<file path="src/rtl/uart_pkg.sv">
// UART shared definitions: parity mode encodings, RX check FSM states, parity helper.
// Pure declarations; no latency.
// No flow control.
package uart_pkg;

    localparam logic [1:0] PAR_EVEN  = 2'b00;
    localparam logic [1:0] PAR_ODD   = 2'b01;
    localparam logic [1:0] PAR_MARK  = 2'b10;
    localparam logic [1:0] PAR_SPACE = 2'b11;

    // Widest legal frame; narrower words are zero-extended, which leaves XOR parity unchanged.
    localparam int PAR_WORD_W = 9;

    typedef enum logic [1:0] {
        RX_IDLE     = 2'd0,
        RX_ACCUM    = 2'd1,
        RX_WAIT_PAR = 2'd2
    } rx_state_t;

    function automatic logic parity_of(input logic [PAR_WORD_W-1:0] word,
                                       input logic [1:0]            mode);
        logic p;
        case (mode)
            PAR_EVEN: p = ^word;
            PAR_ODD:  p = ~^word;
            PAR_MARK: p = 1'b1;
            default:  p = 1'b0;
        endcase
        return p;
    endfunction

endpackage

</file>
<file path="src/rtl/uart_parity_err_cnt.sv">
// Saturating parity error counter, built only when UART_PARITY_ERR_COUNT_EN is defined.
// Latency: count reflects an inc or clr on the following cycle.
// No backpressure; clr wins over a simultaneous inc.
`ifdef UART_PARITY_ERR_COUNT_EN
module uart_parity_err_cnt #(
    parameter int CNT_WIDTH = 8
) (
    input  logic                 clk,
    input  logic                 rst,
    input  logic                 inc,
    input  logic                 clr,
    output logic [CNT_WIDTH-1:0] count
);

    always_ff @(posedge clk or negedge rst) begin
        if (!rst) begin
            count <= '0;
        end else if (clr) begin
            count <= '0;
        end else if (inc && (count != {CNT_WIDTH{1'b1}})) begin
            count <= count + CNT_WIDTH'(1);
        end
    end

endmodule
`endif

</file>
<file path="src/rtl/uart_parity_unit.sv">
// UART parity generator (TX, parallel) and serial checker (RX); optional error counter via UART_PARITY_ERR_COUNT_EN.
// Latency: par_bit one cycle after data_valid; chk_done/par_err one cycle after rx_par_valid.
// No backpressure: every strobe is accepted in the cycle it is presented.
module uart_parity_unit
    import uart_pkg::*;
#(
    parameter int DATA_WIDTH = 8,
    parameter int CNT_WIDTH  = 8
) (
    input  logic                  clk,
    input  logic                  rst,
    input  logic                  par_en,
    input  logic [1:0]            par_mode,
    input  logic                  data_valid,
    input  logic [DATA_WIDTH-1:0] p_data,
    output logic                  par_bit,
    input  logic                  rx_start,
    input  logic                  rx_bit_valid,
    input  logic                  rx_bit,
    input  logic                  rx_par_valid,
    input  logic                  rx_par,
    output logic                  busy,
    output logic                  chk_done,
    output logic                  par_err
`ifdef UART_PARITY_ERR_COUNT_EN
    ,
    output logic [CNT_WIDTH-1:0]  err_count,
    input  logic                  err_clr
`endif
);

    localparam int              BIT_CNT_W = $clog2(DATA_WIDTH + 1);
    localparam logic [BIT_CNT_W-1:0] LAST_BIT = BIT_CNT_W'(DATA_WIDTH - 1);

    generate
        if (DATA_WIDTH < 5 || DATA_WIDTH > PAR_WORD_W) begin : g_bad_data_width
            $error("uart_parity_unit: DATA_WIDTH must be 5..9");
        end
        if (CNT_WIDTH < 1) begin : g_bad_cnt_width
            $error("uart_parity_unit: CNT_WIDTH must be at least 1");
        end
    endgenerate

    // TX parity
    always_ff @(posedge clk or negedge rst) begin
        if (!rst) begin
            par_bit <= 1'b0;
        end else if (data_valid && par_en) begin
            par_bit <= parity_of(PAR_WORD_W'(p_data), par_mode);
        end
    end

    // RX check
    rx_state_t              state_q, state_d;
    logic                   acc_q, acc_d;
    logic [BIT_CNT_W-1:0]   cnt_q, cnt_d;
    logic [1:0]             mode_q, mode_d;
    logic                   done_d, err_d;

    always_ff @(posedge clk or negedge rst) begin
        if (!rst) begin
            state_q  <= RX_IDLE;
            acc_q    <= 1'b0;
            cnt_q    <= '0;
            mode_q   <= PAR_EVEN;
            chk_done <= 1'b0;
            par_err  <= 1'b0;
        end else begin
            state_q  <= state_d;
            acc_q    <= acc_d;
            cnt_q    <= cnt_d;
            mode_q   <= mode_d;
            chk_done <= done_d;
            par_err  <= err_d;
        end
    end

    always_comb begin
        state_d = state_q;
        acc_d   = acc_q;
        cnt_d   = cnt_q;
        mode_d  = mode_q;
        done_d  = 1'b0;
        err_d   = 1'b0;
        // A new frame start overrides any other strobe and silently drops the frame in flight.
        if (rx_start && par_en) begin
            state_d = RX_ACCUM;
            acc_d   = 1'b0;
            cnt_d   = '0;
            mode_d  = par_mode;
        end else begin
            case (state_q)
                RX_IDLE: begin
                end
                RX_ACCUM: begin
                    if (rx_bit_valid) begin
                        acc_d = acc_q ^ rx_bit;
                        cnt_d = cnt_q + BIT_CNT_W'(1);
                        if (cnt_q == LAST_BIT) begin
                            state_d = RX_WAIT_PAR;
                        end
                    end
                end
                RX_WAIT_PAR: begin
                    if (rx_par_valid) begin
                        state_d = RX_IDLE;
                        done_d  = 1'b1;
                        err_d   = rx_par ^ parity_of(PAR_WORD_W'(acc_q), mode_q);
                    end
                end
                default: state_d = RX_IDLE;
            endcase
        end
    end

    assign busy = (state_q != RX_IDLE);

`ifdef UART_PARITY_ERR_COUNT_EN
    uart_parity_err_cnt #(
        .CNT_WIDTH (CNT_WIDTH)
    ) u_err_cnt (
        .clk   (clk),
        .rst   (rst),
        .inc   (par_err),
        .clr   (err_clr),
        .count (err_count)
    );
`endif

endmodule

</file>
<file path="config.mk">
export PLATFORM = sky130hd
export DESIGN_NAME = uart_parity_unit
export DESIGN_NICKNAME = d
export VERILOG_FILES = /design/src/rtl/uart_pkg.sv /design/src/rtl/uart_parity_err_cnt.sv /design/src/rtl/uart_parity_unit.sv
export SDC_FILE = /design/constraint.sdc
export NUM_CORES = 1
export LEC_CHECK = 0
export BUFFER_PORTS_ARGS = -buffer_cell sky130_fd_sc_hd__buf_2
export CORE_AREA = 2 2 39 41
export CTS_CLUSTER_DIAMETER = 30
export CTS_CLUSTER_SIZE = 40
export DETAILED_ROUTE_END_ITERATION = 8
export DIE_AREA = 0 0 41 43
export PLACE_DENSITY = 0.82
export SETUP_SLACK_MARGIN = 0.05
export SYNTH_ARGS = -nofsm -noshare
export SYNTH_HDL_FRONTEND = slang
export SYNTH_SLANG_ARGS = --single-unit
</file>
<file path="constraint.sdc">
create_clock -name clk -period 2.97 [get_ports clk]
set_input_delay 0 -clock clk [delete_from_list [all_inputs] [get_ports clk]]
set_output_delay 0 -clock clk [all_outputs]
set_load 0.05 [all_outputs]
</file>
==> impl_results.md <==
* Wirelength per Cell at 10.7 µm
* Via count at 520
* CTS Buf Count at 3
* Leakage power at 0.393 nW
* HP Class: input pin to flop
* Setup CP Type: flop to flop
* Period utilisation layout at 0.426
* Dominant cell type by area after synthesis: dfrtp_1
* Syn Inst Count at 63
* Boundary Pins at 23
* Yosys top cell area share at 0.488
* Dpl cell area at 737 µm²
* Synth warnings at 0
* Commonest cells post-synth: dfrtp_1, nand2_1, nor2_1, xnor2_1, xor2_1
* Final Hold Vio Count at 0
* Initial Util at 0.445
* Ys async rst share at 1.00
* Syn nets at 83
* Number of flops mapped to enable cells by yosys at 0
* Post-CTS Resized at 0
* Setup crit start: state_q[1]$_DFFE_PN0P_
* Die Span Y at 43 µm
* Fin crit period at 1260 ps
* Status: finished clean
* Avg Inst Size Synth at 9.77 µm²
* Yosys cell types at 21
* Largest net degree at the start of global routing at 13
* Clock buffer depth at 2
* Critical Path AT at 1420 ps
* Final ANT Viol Nets at 0
* Ys flop type: dfrtp_1
* Clock Tree Root: clkbuf_4
* DIE WIDTH at 41 µm
* Worst Path Max Fanout at 6
* Worst Path Required at 3120 ps
* Fmax at 791 MHz
* Worst setup SP type: flop
* First-pass GRT wire length at 2.05 mm
* Slew at the pin closest to its max-slew limit at 300 ps
* Share of cells above drive strength 1 at 0.300
* Setup Buffers After CTS at 0
* Global route overflow at 0
* Filler instances at 129
* Setup repair after global routing missed its margin: false
* CORE AREA at 1380 µm²
* Port Buf Inserts at 22
* Clock Pin Slew Worst Setup and Hold Paths at 70 ps
* Vias in the first global route at 512
* Sequential share of the synthesized area at 0.488
* Final non-filler cell area at 800 µm²
* Worst Skew at 5.81 ps
* Critical path's largest stage delay at 420 ps
* Initial antenna violation count at 0
* GRT Util Overall at 0.180
* CP cell instances: and3b_1 > nand4_1 > xor2_1 > nor2_1
* Worst VDD drop at 243 µV
* Nets at 112
* Pins Over Slew Limit at 0
* Antenna diodes at 0
* Detailed-placement wirelength estimate at 856 µm
* Number of synthesized register bits at 12
* Setup TNS Final at 0 ps
* Final WL at 1.13 mm
* Starting DRT DRC Count at 0
* Clock sink count at 12
* Mapped cell area at 616 µm²
* Final core area utilization at 0.578
* CTS HTree Levels at 1
* Start point of the worst hold path: data_valid
* RD Place Congestion at 0.663
* Vias/cell at 4.91
* R2R Path Start: state_q[1]$_DFFE_PN0P_
* TritonCTS clock tree: built
* Worst skew pair latency at 270 ps
* Rel. slew slack at 0.800
* # DRC at 0
* Row count at 14
* Layout area overhead at 29.9%
* Die area at 1760 µm²
* Master of the slowest instance on the critical path: dfrtp_1
* Setup crit end kind: flop
* Synth top area cells: dfrtp_1, xnor2_1, nand2_1, xor2_1, nor2_1
* 1st-pass router iterations at 1
* Setup violators final at 0
* Pwr/cell area at 596 nW/µm²
* Number of max-cap violations at 0
## layout by cell type (no fill, tap or decap)
cell | synthesis | layout
a21oi_1 | 1 | 1
and2_1 | 1 | 1
and3b_1 | 1 | 1
buf_2 | 1 | 22
clkbuf_4 | 0 | 3
dfrtp_1 | 12 | 12
dlygate4sd3_1 | 0 | 4
ha_1 | 1 | 1
mux2i_1 | 1 | 1
nand2_1 | 12 | 12
nand3_1 | 1 | 1
nand3b_1 | 1 | 1
nand4_1 | 1 | 1
nand4b_1 | 1 | 1
nor2_1 | 9 | 9
nor3_1 | 2 | 2
nor3b_1 | 1 | 1
o21a_1 | 1 | 1
o31ai_2 | 1 | 1
or2_2 | 1 | 1
xnor2_1 | 9 | 9
xor2_1 | 4 | 4
## routing by layer
layer	track usage	routed length, µm	vias up
li1	-	-	263
met1	0.185	471	237
met2	0.278	578	18
met3	0.0628	60	2
met4	0.140	22	0
met5	0	0	-
## worst max-delay path: cells and delay by family, from the launching register on
family,cells,cell delay (ps)
xor+xnor,1,170
simple gates,3,550
flops,1,420
## per-stage QoR
stage	instances	hold WS [ps]	power [mW]	setup WS, ps
2_1_floorplan	63	-296	0.338	1830
6_report	106	23.0	0.477	1710
5_1_grt	106	31.9	0.515	1650
3_5_place_dp	99	-110	0.377	1730
3_3_place_gp	99	-115	0.370	1810
4_1_cts	105	3.70	0.479	1710
## registers in the layout, summed over array words and instances, names as in the netlist
signal,flops
par_err,1
mode_q,2
state_q,2
cnt_q,4
par_bit,1
chk_done,1
acc_q,1
## repair_timing
action | CTS | global route
endpoints found under the setup margin | 0 | 0
endpoints found under the hold margin | 14 | 1
hold buffers | 3 | 1
## power by group
part	internal, mW	leakage [nW]	switching [mW]
sequential	0.198	0.153	0.0298
clock	0.0469	0.0138	0.0516
combinational	0.0709	0.226	0.0802
total	0.315	0.393	0.162
## area by class of cell
| type | instances | area (µm²) | area share |
|---|---|---|---|
| sequential | 12 | 300 | 0.376 |
| tap | 16 | 20.0 | 0.0250 |
| clock buffer | 3 | 22.5 | 0.0282 |
| multi-input combinational | 49 | 307 | 0.383 |
| timing repair buffer | 26 | 150 | 0.188 |
## cell families after synthesis
group           Yosys count  synth area share
flops                    12             0.488
buf+inv                   2            0.0142
simple gates             31             0.236
mux                       1            0.0163
compound gates            3            0.0406
fa+ha+maj                 1            0.0203
xor+xnor                 13             0.185
## path summary, 6_finish.rpt
path	cells after the start	slack (ps)	endpoint
min in group asynchronous	2	130	state_q[1]$_DFFE_PN0P_
max reg2reg	4	1710	cnt_q[3]$_DFFE_PN0P_
min	3	20	par_bit$_DFFE_PN0P_
max	4	1710	cnt_q[3]$_DFFE_PN0P_
max in group asynchronous	2	2620	state_q[0]$_DFFE_PN0P_
min reg2reg	2	480	par_bit$_DFFE_PN0P_
(Power assumes the default switching activity.)
